[src/rtl/uart_rx.sv]
// UART receiver: 8N1, LSB first, mid-bit sampling from an internal bit-period counter.
// Define UART_RX_PARITY_EN for 8E1 frames with a PARITY state and parity_err reporting.
module uart_rx #(
    parameter int BAUD_CNT = 10416,
    parameter int BAUD_BIT = 14
) (
    input  logic       clk,
    input  logic       rst,
    input  logic       rx,
    output logic [7:0] data,
    output logic       rx_done,
    output logic       frame_err,
    output logic       parity_err,
    output logic       busy
);

    // state  | meaning
    // IDLE   | line idle, waiting for a falling edge on rx_s
    // START  | timing to mid start bit to reject glitches
    // DATA   | sampling 8 data bits at bit centre
    // PARITY | sampling the even-parity bit (UART_RX_PARITY_EN only)
    // STOP   | sampling the stop bit, publishing the byte or flagging an error
    // BREAK  | line held low after a framing error, waiting for idle
    typedef enum logic [2:0] {
        IDLE,
        START,
        DATA,
`ifdef UART_RX_PARITY_EN
        PARITY,
`endif
        STOP,
        BREAK
    } state_t;

    localparam logic [BAUD_BIT-1:0] CNT_MID = BAUD_BIT'(BAUD_CNT / 2 - 1);
    localparam logic [BAUD_BIT-1:0] CNT_END = BAUD_BIT'(BAUD_CNT - 1);
    localparam logic [BAUD_BIT-1:0] CNT_ONE = BAUD_BIT'(1);

    state_t              state;
    logic [BAUD_BIT-1:0] cnt;
    logic [2:0]          bit_idx;
    logic [7:0]          shift;
    logic                rx_m;
    logic                rx_s;
`ifdef UART_RX_PARITY_EN
    logic                par_bit;
`else
    assign parity_err = 1'b0;
`endif

    // Flops reset high so reset release does not look like a start bit.
    always_ff @(posedge clk or negedge rst) begin
        if (!rst) begin
            rx_m <= 1'b1;
            rx_s <= 1'b1;
        end else begin
            rx_m <= rx;
            rx_s <= rx_m;
        end
    end

    always_ff @(posedge clk or negedge rst) begin
        if (!rst) begin
            state     <= IDLE;
            cnt       <= '0;
            bit_idx   <= 3'd0;
            shift     <= 8'h00;
            data      <= 8'h00;
            rx_done   <= 1'b0;
            frame_err <= 1'b0;
            busy      <= 1'b0;
`ifdef UART_RX_PARITY_EN
            par_bit    <= 1'b0;
            parity_err <= 1'b0;
`endif
        end else begin
            rx_done   <= 1'b0;
            frame_err <= 1'b0;
`ifdef UART_RX_PARITY_EN
            parity_err <= 1'b0;
`endif
            case (state)
                IDLE: begin
                    cnt <= '0;
                    if (!rx_s) begin
                        state <= START;
                        busy  <= 1'b1;
                    end
                end
                START: begin
                    if (cnt == CNT_MID) begin
                        cnt <= '0;
                        if (!rx_s) begin
                            state   <= DATA;
                            bit_idx <= 3'd0;
                        end else begin
                            state <= IDLE;
                            busy  <= 1'b0;
                        end
                    end else begin
                        cnt <= cnt + CNT_ONE;
                    end
                end
                DATA: begin
                    if (cnt == CNT_END) begin
                        cnt     <= '0;
                        shift   <= {rx_s, shift[7:1]};
                        bit_idx <= bit_idx + 3'd1;
                        if (bit_idx == 3'd7) begin
`ifdef UART_RX_PARITY_EN
                            state <= PARITY;
`else
                            state <= STOP;
`endif
                        end
                    end else begin
                        cnt <= cnt + CNT_ONE;
                    end
                end
`ifdef UART_RX_PARITY_EN
                PARITY: begin
                    if (cnt == CNT_END) begin
                        cnt     <= '0;
                        par_bit <= rx_s;
                        state   <= STOP;
                    end else begin
                        cnt <= cnt + CNT_ONE;
                    end
                end
`endif
                STOP: begin
                    if (cnt == CNT_END) begin
                        cnt <= '0;
                        if (rx_s) begin
                            state <= IDLE;
                            busy  <= 1'b0;
`ifdef UART_RX_PARITY_EN
                            if (^shift ^ par_bit) begin
                                parity_err <= 1'b1;
                            end else begin
                                data    <= shift;
                                rx_done <= 1'b1;
                            end
`else
                            data    <= shift;
                            rx_done <= 1'b1;
`endif
                        end else begin
                            frame_err <= 1'b1;
                            state     <= BREAK;
                        end
                    end else begin
                        cnt <= cnt + CNT_ONE;
                    end
                end
                BREAK: begin
                    cnt <= '0;
                    if (rx_s) begin
                        state <= IDLE;
                        busy  <= 1'b0;
                    end
                end
                default: begin
                    state <= IDLE;
                    cnt   <= '0;
                    busy  <= 1'b0;
                end
            endcase
        end
    end

endmodule

[config.mk]
export PLATFORM = sky130hd
export DESIGN_NAME = uart_rx
export DESIGN_NICKNAME = d
export VERILOG_FILES = /design/src/rtl/uart_rx.sv
export SDC_FILE = /design/constraint.sdc
export NUM_CORES = 1
export LEC_CHECK = 0
export CORE_MARGIN = 2
export CORE_UTILIZATION = 52
export CTS_CLUSTER_DIAMETER = 40
export DETAILED_ROUTE_END_ITERATION = 12
export MAX_ROUTING_LAYER = met4
export PLACE_DENSITY = 0.83
export SLEW_MARGIN = 30
export SYNTH_ARGS = -nofsm -noshare
export SYNTH_HDL_FRONTEND = slang
export SYNTH_SLANG_ARGS = --single-unit
[constraint.sdc]
create_clock -name clk -period 1.7 [get_ports clk]
set_input_delay 0.255 -clock clk [delete_from_list [all_inputs] [get_ports clk]]
set_output_delay 0.255 -clock clk [all_outputs]
set_load 0.05 [all_outputs]
==> results.yml <==
run_status:
  status: "complete, but fails checks"
  violations: "setup timing"
timing:
  setup_viol: 31
  period_needed_ps: 1778
  setup_slack_ps: -77.60
  fin_skew_ps: 10.79
  maxSlewHeadroom_pct: 64.08
  finalHoldViolCount: 0
  report.final.slew_viol_count: 0
  tightest_slew_ps: 538.8
  final.period_utilization_pct: 104.6
  rsz0062_at_grt: "true"
  fmax_mhz: 562.6
route:
  met3_length_um: 239
  wl_per_cell_um: 18.06
  vias: 1562
  drc: 0
  drtPass1Iterations: 4
  wl_met1_mm: 1.923
  viasPerCell: 5.850
  ant_nets: 0
  top_layer_used: "met4"
  drt_wl_total_mm: 4.823
  dr_wl_met2_mm: 2.512
  first_iter_violations: 173
placement:
  gp_congestion: 1.039
  place_area_mm2: 0.002354
  numPortBuffers: 13
  dp.final_hpwl_mm: 3.002
floorplanning:
  start_util_pct: 53.86
  die_h_um: 65.58
  num_io_pins: 15
  core-area_mm2: 0.003661
  die_width_um: 65.58
  die-area_mm2: 0.004301
  row_count: 22
cts:
  clk_pin_slew_ps: 80
  cts_inserted_buffers: 5
  clockRootBuffer: "clkbuf_8"
  clock_latency_ps: 310
  cts_buffer_depth: 2
  tritoncts: "done"
  cts.sinks: 41
  h-tree-depth: 2
yosys:
  avgSynthCellArea_um2: 11.53
  ys_types: 41
  ys_ff_latch: 41
  netlist_area_mm2: 0.001972
  yosys_most_used_dff: "dfrtp_1"
  synthArstFlopShare_pct: 100.0
  seq_area_frac_synth_pct: 52.16
  syn_inst: 171
  yosysWarningCount: 0
  syn_nets: 178
  synth_edf_count: 0
layout:
  design_area_mm2: 0.002592
  n_fill_cell: 238
  synthToLayoutAreaGrowth_pct: 31.47
  n_antenna_cell: 0
  layout.nets: 225
  drive_above_1_share_pct: 40.18
power_and_ir_drop:
  sw_frac_of_total_pct: 24.64
  p_switching_mw: 0.4207
  pwr-share-seq_pct: 57.4
  powerDensity_mw_per_mm2: 658.7
  ir_drop_mv: 0.5989
  p_clk_share_pct: 40.2
  power.internal_mw: 1.287
  power_mw: 1.708
  cellLeakagePower_nw: 1.225
  p_comb_share_pct: 2.3
setup_path:
  critPathSlowestCell: "nor4b_4"
  worst_setup_path_start_kind: "flip-flop"
  path_max_fanout: 9
  cpPeakStageDelay_ps: 430
  crit_arrival_ps: 1970
  crit_required_ps: 1890
  critPathKind: "reg -> reg"
  cp-end-kind: "flip-flop"
  r2r_setup_slack_ps: -80
  crit_chain: "nor4b_4 > nand4_4 > nor3_4 > buf_12 > mux2_2"
run:
  cap_violations: 0
min_path:
  worstHoldPathType: "in -> reg"
grt:
  gr-usage-all-layers_pct: 24.36
  grt_pass1_wl_mm: 7.541
  grt_pass1_vias: 1601
  grt_max_degree: 25
  grt.overflow.total: 0
  antenna_found_initial: 0
[cell usage in the layout, fill, tap and decap left out, types with 6 or more instances in the layout]
cell     Yosys  final
nor2_1      17     17
mux2_4       0     11
nand3_1      7      7
xnor2_1      9      9
nand2_1      9      9
dfrtp_1     39     36
nand4_1      6      6
buf_4        1     39
inv_1        7      7
[power groups by stage]
stage                     sequential, mW  combinational [mW]  clock, mW
after floorplan                     1.00              0.0117          0
after detailed placement            1.00              0.0376          0
after global placement              1.00              0.0356          0
after global routing               0.982              0.0455      0.740
after CTS                          0.981              0.0396      0.689
final                              0.981              0.0397      0.687
[metal layers]
metal	vias to the layer above	track usage, %
li1	704	-
met1	781	27.54
met2	59	41.45
met3	18	6.507
met4	0	9.375
met5	-	-
[sequential cells by signal (all words and copies together) (netlist names)]
name,cells
bit_idx,3
busy,1
cnt,14
data,8
frame_err,1
rx_done,1
rx_m,1
rx_s,1
shift,8
state,3
[critical path: cells and delay by family (launching register included)]
kind | cells | cell delay (ps)
muxes | 1 | 330
and+or+nand+nor | 3 | 770
buffers and inverters | 1 | 160
DFF | 1 | 410
[cell families after synthesis]
logic type,count (synthesis),share of synthesized area [%]
DFF,41,52.16
other,1,0.1902
and+or+nand+nor,68,21.89
xor gates and xnor gates,12,5.330
buffers and inverters,14,3.110
AOI/OAI and AO/OA,15,5.648
adders and majority gates,4,2.538
muxes,16,9.137
[what timing repair did]
action	CTS	global route
endpoints found under the setup margin	34	35
pin swaps	6	5
setup buffers	4	2
gates cloned	0	0
hold buffers	1	0
gates resized for setup	6	19
hold endpoints to repair	20	0
[synth_stat cells, drive strengths merged (2+ instances only)]
| library cell | number | area [um^2] |
|---|---|---|
| dfrtp | 39 | 975.9 |
| nor2 | 17 | 63.81 |
| mux2 | 16 | 180.2 |
| nand2 | 9 | 33.78 |
| xnor2 | 9 | 78.83 |
| inv | 7 | 26.28 |
| nand3 | 7 | 35.03 |
| nand4 | 7 | 58.81 |
| buf | 5 | 27.53 |
| ha | 4 | 50.05 |
| nor3 | 4 | 31.28 |
| nor4 | 4 | 25.02 |
| o21ai | 4 | 20.02 |
| and4b | 3 | 30.03 |
| nand2b | 3 | 18.77 |
| nor4b | 3 | 56.31 |
| xor2 | 3 | 26.28 |
| a21oi | 2 | 10.01 |
| a32oi | 2 | 17.52 |
| and2 | 2 | 12.51 |
| and3 | 2 | 12.51 |
| and4 | 2 | 17.52 |
| clkbuf | 2 | 7.510 |
| dfstp | 2 | 52.55 |
| nor2b | 2 | 12.51 |
[stage by stage]
step	worst slack [ps]	instances	utilization [%]	hold slack, ps	setup TNS, ps
final	-77.60	267	70.81	348.6	-1226
after global routing	-118.4	267	70.81	344.0	-2817
after CTS	-38.61	265	68.69	346.6	-276.7
after detailed placement	-51.99	252	64.29	257.2	-925.7
after global placement	-5.248	252	64.29	241.2	-21.60
after floorplan	-56.00	171	-	-40.59	-459.5
[cell type report]
type,count,area [um^2],share of cell area (%)
clock buffer,5,68.82,2.654
clock inverter,3,25.02,0.9652
inverter,7,26.28,1.014
multi-input combinational,116,988.4,38.13
sequential,41,1032,39.82
tap,48,60.06,2.317
timing repair buffer,47,391.6,15.11
[final timing paths]
kind	to	cells past startpoint	startpoint
max	data[0]$_DFFE_PN0P_	5	cnt[12]$_DFF_PN0_
min	rx_m$_DFF_PN1_	1	rx
max reg2reg	data[0]$_DFFE_PN0P_	5	cnt[12]$_DFF_PN0_
min reg2reg	rx_s$_DFF_PN1_	0	rx_m$_DFF_PN1_
max in group asynchronous	cnt[1]$_DFF_PN0_	3	rst
min in group asynchronous	data[7]$_DFFE_PN0P_	2	rst
Note: power is estimated with default switching activity, not from simulation.
